### config.mk
export PLATFORM = sky130hd
export DESIGN_NAME = pipelined_prefix_adder
export DESIGN_NICKNAME = d
export VERILOG_FILES = /design/src/rtl/pipelined_prefix_adder.sv
export SDC_FILE = /design/constraint.sdc
export NUM_CORES = 1
export LEC_CHECK = 0
export ABC_AREA = 1
export BUFFER_PORTS_ARGS = -buffer_cell sky130_fd_sc_hd__buf_4
export CAP_MARGIN = 30
export CORE_MARGIN = 2
export CORE_UTILIZATION = 55
export DETAILED_ROUTE_END_ITERATION = 10
export PLACE_DENSITY = 0.82
export SETUP_SLACK_MARGIN = 0.5
export SLEW_MARGIN = 15
export SYNTH_ARGS = -nofsm -noshare
export SYNTH_HDL_FRONTEND = slang
export SYNTH_SLANG_ARGS = --single-unit
### constraint.sdc
create_clock -name iclk -period 32.2 [get_ports iclk]
set_clock_uncertainty 0.15 [all_clocks]
set_input_delay 6.44 -clock iclk [delete_from_list [all_inputs] [get_ports iclk]]
set_output_delay 6.44 -clock iclk [all_outputs]
set_load 0.02 [all_outputs]
### src/rtl/pipelined_prefix_adder.sv
`default_nettype none
// ============================================================================
// Module   : pipelined_prefix_adder
// Purpose  : Parametrised Kogge-Stone prefix adder/subtractor. Pipeline
//            registers between prefix levels are selectable. A valid/ready
//            handshake lets downstream logic stall the datapath without losing
//            operands.
// Revision : 1.0 - initial release
// ----------------------------------------------------------------------------
// Parameters
//   WIDTH      operand/sum width, power of two, >= 2
//   LEVELS     prefix tree depth, must equal log2(WIDTH)
//   PIPE_MASK  bit k = 1 places a register after prefix level k
// Ports
//   iclk    in   1      clock, rising edge
//   irst    in   1      synchronous active-high reset
//   iA      in   WIDTH  operand A
//   iB      in   WIDTH  operand B
//   icarry  in   1      carry-in (ignored when isub = 1)
//   isub    in   1      1: iA - iB, 0: iA + iB + icarry
//   ivalid  in   1      operands valid
//   oready  out  1      operands accepted this cycle (combinational)
//   iready  in   1      downstream accepts the result this cycle
//   osum    out  WIDTH  result modulo 2^WIDTH
//   ocarry  out  1      carry-out (for subtract: 1 = no borrow)
//   ovalid  out  1      osum/ocarry valid
// Latency  : 2 + popcount(PIPE_MASK) register stages, counting the accepting
//            edge as the first.
// ============================================================================
module pipelined_prefix_adder #(
    parameter int                WIDTH     = 32,
    parameter int                LEVELS    = 5,
    parameter logic [LEVELS-1:0] PIPE_MASK = 5'b01010
) (
    input  logic             iclk,
    input  logic             irst,
    input  logic [WIDTH-1:0] iA,
    input  logic [WIDTH-1:0] iB,
    input  logic             icarry,
    input  logic             isub,
    input  logic             ivalid,
    output logic             oready,
    input  logic             iready,
    output logic [WIDTH-1:0] osum,
    output logic             ocarry,
    output logic             ovalid
);

    // ------------------------------------------------------------------
    // Configuration check: the tree depth must match the operand width.
    // ------------------------------------------------------------------
    if ((WIDTH < 2) || (LEVELS != $clog2(WIDTH)) || (WIDTH != (1 << LEVELS))) begin : g_cfg_error
        $error("pipelined_prefix_adder: WIDTH must be a power of two >= 2 and LEVELS must equal log2(WIDTH)");
    end

    // ------------------------------------------------------------------
    // Global advance enable. The whole pipe moves together; when the
    // output slot is full and not being taken, everything holds.
    // ------------------------------------------------------------------
    logic w_en;

    assign w_en   = iready | ~ovalid;
    assign oready = w_en;

    // ------------------------------------------------------------------
    // Input register. Subtraction is folded in here as A + ~B + 1, so the
    // operation mode travels with its operands and needs no further
    // tracking downstream.
    // ------------------------------------------------------------------
    logic [WIDTH-1:0] r_a;
    logic [WIDTH-1:0] r_b;
    logic             r_cin;
    logic             r_v;

    always_ff @(posedge iclk) begin
        if (irst) begin
            r_v <= 1'b0;
        end else if (w_en) begin
            r_v   <= ivalid;
            r_a   <= iA;
            r_b   <= isub ? ~iB : iB;
            r_cin <= isub | icarry;
        end
    end

    // ------------------------------------------------------------------
    // Inter-level buses. Index k is the input of prefix level k; index
    // LEVELS is the result of the last level. Each element is driven by
    // exactly one continuous assignment.
    //   w_g  : group generate (carry out of bit i, including carry-in)
    //   w_p  : group propagate
    //   w_pb : per-bit half-sum A ^ B', needed again for the final XOR
    // ------------------------------------------------------------------
    logic [WIDTH-1:0] w_g   [0:LEVELS];
    logic [WIDTH-1:0] w_p   [0:LEVELS];
    logic [WIDTH-1:0] w_pb  [0:LEVELS];
    logic             w_cin [0:LEVELS];
    logic             w_v   [0:LEVELS];

    // ------------------------------------------------------------------
    // Stage 1: bitwise generate/propagate. The carry-in acts as generate
    // bit -1; it is absorbed into bit 0 here so the prefix tree itself
    // needs no extra column.
    // ------------------------------------------------------------------
    logic [WIDTH-1:0] w_gen;
    logic [WIDTH-1:0] w_prop;

    assign w_gen  = r_a & r_b;
    assign w_prop = r_a ^ r_b;

    assign w_g[0]   = {w_gen[WIDTH-1:1], w_gen[0] | (w_prop[0] & r_cin)};
    assign w_p[0]   = w_prop;
    assign w_pb[0]  = w_prop;
    assign w_cin[0] = r_cin;
    assign w_v[0]   = r_v;

    // ------------------------------------------------------------------
    // Kogge-Stone black-cell rows, span 1, 2, 4, ... WIDTH/2. Bits below
    // the span already hold their final group value and pass through.
    // ------------------------------------------------------------------
    for (genvar k = 0; k < LEVELS; k++) begin : g_level
        localparam int SPAN = 1 << k;

        logic [WIDTH-1:0] w_g_nx;
        logic [WIDTH-1:0] w_p_nx;

        for (genvar b = 0; b < WIDTH; b++) begin : g_bit
            if (b >= SPAN) begin : g_black
                assign w_g_nx[b] = w_g[k][b] | (w_p[k][b] & w_g[k][b-SPAN]);
                assign w_p_nx[b] = w_p[k][b] & w_p[k][b-SPAN];
            end else begin : g_pass
                assign w_g_nx[b] = w_g[k][b];
                assign w_p_nx[b] = w_p[k][b];
            end
        end

        if (PIPE_MASK[k]) begin : g_reg
            // Registered level: only the valid bit needs a reset value.
            logic [WIDTH-1:0] r_lvl_g;
            logic [WIDTH-1:0] r_lvl_p;
            logic [WIDTH-1:0] r_lvl_pb;
            logic             r_lvl_cin;
            logic             r_lvl_v;

            always_ff @(posedge iclk) begin
                if (irst) begin
                    r_lvl_v <= 1'b0;
                end else if (w_en) begin
                    r_lvl_v   <= w_v[k];
                    r_lvl_g   <= w_g_nx;
                    r_lvl_p   <= w_p_nx;
                    r_lvl_pb  <= w_pb[k];
                    r_lvl_cin <= w_cin[k];
                end
            end

            assign w_g[k+1]   = r_lvl_g;
            assign w_p[k+1]   = r_lvl_p;
            assign w_pb[k+1]  = r_lvl_pb;
            assign w_cin[k+1] = r_lvl_cin;
            assign w_v[k+1]   = r_lvl_v;
        end else begin : g_comb
            assign w_g[k+1]   = w_g_nx;
            assign w_p[k+1]   = w_p_nx;
            assign w_pb[k+1]  = w_pb[k];
            assign w_cin[k+1] = w_cin[k];
            assign w_v[k+1]   = w_v[k];
        end
    end

    // The group propagate of the last row has no consumer.
    logic w_unused_p;

    assign w_unused_p = ^w_p[LEVELS];

    // ------------------------------------------------------------------
    // Output register. Sum bit i = p[i] ^ carry into bit i, where the
    // carry into bit 0 is the carry-in itself.
    // ------------------------------------------------------------------
    logic [WIDTH-1:0] w_sum;

    assign w_sum = w_pb[LEVELS] ^ {w_g[LEVELS][WIDTH-2:0], w_cin[LEVELS]};

    always_ff @(posedge iclk) begin
        if (irst) begin
            ovalid <= 1'b0;
            osum   <= '0;
            ocarry <= 1'b0;
        end else if (w_en) begin
            ovalid <= w_v[LEVELS];
            osum   <= w_sum;
            ocarry <= w_g[LEVELS][WIDTH-1];
        end
    end

endmodule
`default_nettype wire

======== After elaboration in Yosys (flattened, before gate mapping) ========
Index checks and enable logic that the tools add are counted.
storage, ports and cells
  bits of input ports ..................... 70
  bits in registers ....................... 296
  output and inout port bits .............. 35
cells by class
  muxes and demuxes ....................... 1
  bitwise logic cells ..................... 381
  reduce and logical (&&, ||, !) cells .... 1
operators with widths
  operator           number
  $and A1 B1 Y1      243
  $or A1 B1 Y1       132
  $xor A32 B32 Y32   2
  $and A32 B32 Y32   1
  $mux W32           1
  $not A32 Y32       1
  $not A1 Y1         2
  $reduce_and A2 Y1  1

======== Depth between registers and ports, before layout ========
Gate-level depths: netlist of run 1.
  depth after elaboration ................. 7
  mapped depth ............................ 7

======== Worst setup path after synthesis of run 1 ========
Ideal clock, no wire load.
  kind .................................... input -> register
  from .................................... input port iready
  to ...................................... register g_level[1].g_reg.r_lvl_cin (enable)
  data arrival time ....................... 16.602 ns
  setup slack ............................. 14.605 ns
  required time ........................... 31.208 ns
  stages .................................. 4
  path through ............................ inv_1 -> nand2_4 -> inv_1 -> nor2_1
on the way
  longest elaborated chain between the ends .. 2
ends and longest elaborated chain
  what                         RTL line  text
  start: declaration           43        input logic iready,
  $or A1 B1 Y1                 62        assign w_en = iready | ~ovalid;
  $reduce_and A2 Y1 (no line)  n/a
  end signal: assignment       153       r_lvl_cin <= w_cin[k];
  end: declaration             142       logic r_lvl_cin;
No other way between the ends.
A chain may end at the register's enable or synchronous reset.

======== Worst setup path after layout of run 1 ========
  from .................................... input port iready
  to ...................................... output port oready
on the way
  longest elaborated chain between the ends .. 1
ends and longest elaborated chain
  what              RTL line  text
  $or A1 B1 Y1      62
  end: declaration  42        output logic oready,
No other way between the ends.

==> results by group, run 1 <==
Synth
  – Sequential share of the synthesized area: 0.7352
  – Post-Syn Area: 0.01077 sq mm
  – Post-synth net total: 888
  – Avg Cell Area, Syn: 13.70 sq um
  – Synthesized flop and latch total: 276
  – Synth top area cells: edfxtp_1 67%, dfxtp_1 6.9%, ha_1 3.7%, a21oi_1 3.6%, nand2_1 3.4%
  – Post-synth top area share: 0.6664
  – Synth area leader: edfxtp_1
  – Gate Count Post-Synth: 786
  – Yosys warns: 0
  – Number of distinct library cells after synthesis: 22

Worst hold path
  – Hold Crit Class: flip-flop to flip-flop
  – Hold path startpoint: g_level[1].g_reg.r_lvl_pb[15]
  – Hold Path Sink: g_level[3].g_reg.r_lvl_pb[15]
  – Hold path depth: 0

Setup path
  – WS Path Type: input pin to output port
  – CP max-delay cell: nand2_4
  – Critical R2R Capture: g_level[1].g_reg.r_lvl_g[13]
  – CP dominant cell by count: buf_4
  – Top delay family on crit path: simple AND/OR/NAND/NOR gates
  – Largest fanout on the critical path: 71
  – Reg-to-Reg Start: ovalid
  – Crit path from: iready
  – Worst Setup Start Kind: input pin
  – Worst-path cell chain: buf_4 > inv_1 > nand2_4 > buf_4
  – CP max stage delay: 0.50 ns
  – CP Capture Type: output port
  – Worst Path Buf+Inv: 3
  – Worst-case reg-to-reg path depth: 5
  – R2R Setup Slk: 29.28 ns
  – WP data required: 25.61 ns
  – Crit path DAT: 7.34 ns

Cells and area
  – Most common cell after layout, fill and taps aside: edfxtp_1
  – Share of cells above drive strength 1: 0.1634
  – # fillers: 1,344
  – Core Util, Final: 0.6592
  – Multi-input gate area: 0.002591 sq mm
  – Ant diodes: 0
  – Area grow syn2layout: 18.36%
  – Finished Cell Area: 0.01275 sq mm
  – Nets@finish: 1,010
  – Reg area: 0.007918 sq mm
  – Most frequent cells in the layout: 239 x edfxtp_1, 104 x buf_4, 97 x nand2_1

Clock tree
  – Cts repair resizes: 0
  – Clock transition at path regs: 0.06 ns
  – CTS H-Tree Depth: 1
  – CTS tree: built
  – Hold Buf Count CTS: 0
  – Root buf cell: clkbuf_16
  – Setup bufs post-CTS: 0
  – CTS buffer count: 28
  – Worst-skew pair later-pin latency: 0.53 ns
  – Longest Clk Path Bufs: 3
  – CTS Sinks: 276

GRT
  – Vias in the first global route: 6,107
  – Largest net degree at the start of global routing: 238
  – Grt total ovfl: 0
  – First-pass GRT wire length: 30,820 um
  – Initial antenna violation count: 0
  – GR Util All Layers: 0.1939

Power and ir drop
  – Peak supply drop: 0.04272 mV
  – Cell Pwr Density: 66.25 mW/mm^2
  – Lkg Pwr: 5.007 nW

Timing
  – Setup TNS: 0 ns
  – Final setup fails: 0
  – Slew Viols, Final: 0
  – RSZ-0062 raised after global routing: no
  – Final Hold Vio Count: 0
  – Post-route setup slack: 18.27 ns
  – Tightest Pin Transition: 0.6723 ns
  – Minimum clock period: 13.93 ns
  – Rel. slew slack: 0.5514
  – Peak Freq: 0.07180 GHz
  – Period utilization: 0.4325

Floorplanning
  – Starting Density: 0.5570
  – Placement Rows: 51
  – Die area: 0.02072 sq mm
  – Die X: 143.9 um
  – Die Y-Extent: 143.9 um
  – Number of I/O pins: 105
  – Core area: 0.01933 sq mm

Placement
  – GP Congestion: 0.8739
  – DP Worst Slack: 18.27 ns
  – Number of port buffers: 104
  – Placed instance area: 0.01178 sq mm
  – DP HPWL: 13,410 um

Route
  – Via count: 6,326
  – Post-route ant nets: 0
  – Detailed Route Iter0 Violations: 531
  – # DRC: 0
  – TritonRoute pass-1 iters: 5
  – WL/cell: 16.59 um
  – Post-DR vias/cell: 5.294
  – WL final: 19,820 um

Run status
  – Status: finished, final reports clean

Job
  – Maxcap violations: 0
[report_power, final]
part           internal, W  switching, W
registers         0.000426     0.0000154
clock network     0.000196      0.000127
logic            0.0000314     0.0000486
total             0.000654      0.000191
[per-layer routing]
metal / vias up / track usage / wire length [um]
li1: 3100 / - / -
met1: 2945 / 0.2753 / 8533
met2: 244 / 0.3143 / 9530
met3: 37 / 0.02932 / 1343
met4: 0 / 0.05831 / 415
met5: - / 0 / 0
[synthesized netlist by cell type]
master / instances
o31ai_1: 4
a21o_1: 10
buf_6: 9
nand2_4: 1
buf_2: 4
o21bai_1: 14
xor2_1: 32
dfxtp_1: 37
inv_2: 1
buf_4: 1
a21oi_1: 78
o21ai_0: 53
nand2_1: 97
o21ai_1: 7
inv_1: 36
or2_2: 1
xnor2_1: 17
nor2_1: 75
ha_1: 32
nand3_1: 30
nor3_1: 8
edfxtp_1: 239
[flip-flops by register name, indices dropped and copies added, names as in the netlist]
name and count:
osum 32, r_b 32, r_v 1, ocarry 1, g_level.g_reg.r_lvl_cin 2, r_a 32, g_level.g_reg.r_lvl_g 64, ovalid 1
r_cin 1, g_level.g_reg.r_lvl_v 2, g_level.g_reg.r_lvl_pb 62, g_level.g_reg.r_lvl_p 46
[cells by family (layout without fill, tap and decap cells)]
group,after synthesis,count (layout),share of synthesized area
AOI/OAI and AO/OA,166,166,0.08365
xor gates and xnor gates,49,49,0.03985
DFF,276,276,0.7352
adders and majority gates,32,32,0.03718
buffers and inverters,51,195,0.02486
and+or+nand+nor,212,212,0.07924
[through the flow]
| step | hold slack (ns) | instances | power (W) |
|---|---|---|---|
| 2_1_floorplan | 0.2503 | 786 | 0.0004985 |
| 3_3_place_gp | 0.2511 | 1142 | 0.0005243 |
| 3_5_place_dp | 0.2554 | 1142 | 0.0005277 |
| 4_1_cts | 0.2621 | 1194 | 0.0008485 |
| 5_1_grt | 0.2702 | 1195 | 0.0008746 |
| 6_report | 0.2658 | 1195 | 0.0008444 |
[area by class of cell]
type,count,area share
Sequential cell,276,0.6212
Multi-Input combinational cell,459,0.2033
Timing Repair Buffer,106,0.06498
Clock buffer,39,0.06224
Tap cell,265,0.02601
Clock inverter,13,0.01139
Inverter,37,0.01090
[how the worst max path moves through the flow]
| stage | endpoint | slack, ns | cells after the start |
|---|---|---|---|
| 3_3_place_gp | oready | 18.29 | 4 |
| 4_1_cts | oready | 18.28 | 4 |
| 6_report | oready | 18.27 | 4 |
| 5_1_grt | oready | 18.19 | 4 |
| 3_5_place_dp | oready | 18.27 | 4 |
| 2_1_floorplan | g_level[1].g_reg.r_lvl_cin | 14.61 | 4 |
[worst reg2reg max path: cells and delay by family (launching register included)]
| family | cells | cell delay (ns) |
|---|---|---|
| buf+inv | 3 | 1.26 |
| simple gates | 2 | 0.72 |
| flops | 1 | 0.33 |
(Power assumes the default switching activity.)
==> run 2: changes to the inputs <==
--- a/config.mk
+++ b/config.mk
@@ -9,7 +9,7 @@
 export BUFFER_PORTS_ARGS = -buffer_cell sky130_fd_sc_hd__buf_4
 export CAP_MARGIN = 30
 export CORE_MARGIN = 2
-export CORE_UTILIZATION = 55
+export CORE_UTILIZATION = 53
 export DETAILED_ROUTE_END_ITERATION = 10
 export PLACE_DENSITY = 0.82
 export SETUP_SLACK_MARGIN = 0.5
==> constraint.sdc (replaced) <==
create_clock -name iclk -period 11.6 [get_ports iclk]
set_clock_uncertainty 0.15 [all_clocks]
set_input_delay 2.32 -clock iclk [delete_from_list [all_inputs] [get_ports iclk]]
set_output_delay 2.32 -clock iclk [all_outputs]
set_load 0.02 [all_outputs]
==> run 2 against run 1 <==
Flip-flop and latch count is the same. Routed wire length is 1.2% lower. Power rose to 2.7 times the previous value. Utilization shrank 2.8 points.
==> results by group, run 2 (synthesized netlist as in run 1, its figures left out) <==
Floorplanning
  – Starting Density: 0.5357 (-0.02132)
  – Die Y-Extent: 146.5 um (+1.8%)
  – Die X: 146.5 um (+1.8%)
  – Number of I/O pins: 105 (unchanged)
  – Die area: 0.02148 sq mm (+3.7%)
  – Placement Rows: 52 (+2.0%)
  – Core area: 0.02010 sq mm (+4.0%)

Timing
  – Minimum clock period: 5.686 ns
  – Peak Freq: 0.1759 GHz
  – Slew Viols, Final: 0 (unchanged)
  – Tightest Pin Transition: 0.9285 ns (+0.2562 ns)
  – Final Hold Vio Count: 0 (unchanged)
  – RSZ-0062 raised after global routing: no
  – Setup TNS: 0 ns (unchanged)
  – Period utilization: 0.4901
  – Rel. slew slack: 0.3810 (-0.1704)
  – Final setup fails: 0 (unchanged)

GRT
  – M3 GR Usage: 0.03125 (+0.001926)
  – Grt total ovfl: 0 (unchanged)
  – Met1 Usage GRT: 0.2665 (-0.008873)
  – First-pass GRT wire length: 31,100 um (+0.90%)
  – Largest net degree at the start of global routing: 83 (-65%)
  – Met2 usage: 0.2875 (-0.02679)
  – GRT busiest layer: met2
  – Vias in the first global route: 6,076 (-0.51%)
  – GR Util All Layers: 0.1844 (-0.009576)
  – Initial antenna violation count: 0 (unchanged)

Cells and area
  – Most common cell after layout, fill and taps aside: edfxtp_1
  – Largest Register: g_level.g_reg.r_lvl_g
  – Reg area: 0.007918 sq mm (unchanged)
  – Area grow syn2layout: 17.93%
  – Max FFs per register: 64 (unchanged)
  – # fillers: 1,437 (+6.9%)
  – Nets@finish: 1,012 (+0.20%)
  – Multi-input gate area: 0.002591 sq mm (unchanged)
  – Ant diodes: 0 (unchanged)
  – Most frequent cells in the layout: 239 x edfxtp_1, 107 x buf_4, 97 x nand2_1
  – Share of cells above drive strength 1: 0.1615 (-0.001977)
  – Largest regs: g_level.g_reg.r_lvl_g: 64 flops, g_level.g_reg.r_lvl_pb: 62 flops, g_level.g_reg.r_lvl_p: 46 flops

Setup path
  – Worst-case reg-to-reg path depth: 7 (+2)
  – Reg-to-Reg Start: ovalid
  – Crit path DAT: 3.22 ns (-4.12 ns)
  – CP dominant cell by count: buf_4
  – CP max-delay cell: nand2_4
  – Worst-path cell chain: buf_4 > inv_1 > nand2_4 > buf_4
  – R2R Setup Slk: 8.50 ns (-20.78 ns)
  – Worst Setup Start Kind: input pin
  – CP Capture Type: output port
  – WS Path Type: input pin to output port
  – CP max stage delay: 0.48 ns (-0.02 ns)
  – WP data required: 9.13 ns (-16.48 ns)
  – Critical R2R Capture: r_a[5]
  – Largest fanout on the critical path: 71 (unchanged)

Clock tree
  – Cts repair resizes: 0 (unchanged)
  – CTS buffer count: 27 (-3.6%)
  – CTS H-Tree Depth: 1 (unchanged)
  – Worst-skew pair later-pin latency: 0.53 ns (about the same)
  – Hold Buf Count CTS: 0 (unchanged)
  – Setup bufs post-CTS: 0 (unchanged)
  – Longest Clk Path Bufs: 3 (unchanged)
  – Clock transition at path regs: 0.06 ns (about the same)
  – Root buf cell: clkbuf_16
  – CTS tree: built
  – CTS Sinks: 276 (unchanged)

Worst hold path
  – Hold path startpoint: g_level[1].g_reg.r_lvl_pb[7]
  – Hold path depth: 0 (unchanged)
  – Hold Crit Class: flip-flop to flip-flop
  – Hold Path Sink: g_level[3].g_reg.r_lvl_pb[7]

Placement
  – Number of port buffers: 104 (unchanged)
  – DP HPWL: 13,620 um (+1.6%)
  – GP Congestion: 0.8570 (-1.9%)

Power and ir drop
  – Peak supply drop: 0.1164 mV (+170%)
  – Pwr Total: 0.002299 W (+170%)
  – Cell Pwr Density: 181.1 mW/mm^2 (+170%)
  – Lkg Pwr: 4.986 nW (-0.42%)

Run status
  – Status: finished, final reports clean

Route
  – Detailed Route Iter0 Violations: 550 (+3.6%)
  – WL/cell: 16.34 um (-1.5%)
  – Via count: 6,264 (-0.98%)
  – Post-DR vias/cell: 5.224 (-1.3%)
  – WL final: 19,590 um (-1.2%)
  – Post-route ant nets: 0 (unchanged)
  – # DRC: 0 (unchanged)
  – TritonRoute pass-1 iters: 5 (unchanged)

Job
  – Maxcap violations: 0 (unchanged)
[run 2: how the worst max path moves through the flow]
| stage | cells past startpoint | start | slack, ns | to |
|---|---|---|---|---|
| 6_report | 4 | iready | 5.91 | oready |
| 3_3_place_gp | 4 | iready | 5.93 | oready |
| 4_1_cts | 4 | iready | 5.92 | oready |
| 3_5_place_dp | 4 | iready | 5.92 | oready |
| 5_1_grt | 4 | iready | 5.84 | oready |
| 2_1_floorplan | 4 | iready | 2.18 | g_level[1].g_reg.r_lvl_cin |
[run 2: worst max-delay path: cells and delay by family]
family | cells | cell delay [ns]
buffers and inverters | 3 | 0.38
and+or+nand+nor | 1 | 0.48
[run 2: per-stage QoR]
step                cells  hold WS [ns]    util  instance area (sq um)  setup WS, ns
floorplan             786        0.2503       -                  10770         2.181
global placement     1149        0.2517  0.5864                  11790         5.928
detailed placement   1149        0.2545  0.5864                  11790         5.916
CTS                  1197        0.2676  0.6293                  12650         5.919
global route         1199        0.2738  0.6317                  12700         5.843
finish               1199        0.2673  0.6317                  12700         5.914
[run 2: layer usage]
layer,vias to the layer above,part of all wire
li1,3074,-
met1,2902,0.44
met2,243,0.47
met3,45,0.068
met4,0,0.028
met5,-,0
[run 2: cell type report]
cell class | count | share of cell area
Timing Repair Buffer | 109 | 0.06699
Tap cell | 270 | 0.02660
Clock inverter | 13 | 0.01084
Multi-Input combinational cell | 459 | 0.2040
Sequential cell | 276 | 0.6234
Clock buffer | 35 | 0.05714
Inverter | 37 | 0.01094
[run 2: power by group]
part	total, W	switching (W)	internal [W]
registers	0.00123	0.0000423	0.00118
clock network	0.000852	0.000347	0.000505
logic	0.000222	0.000134	0.0000881
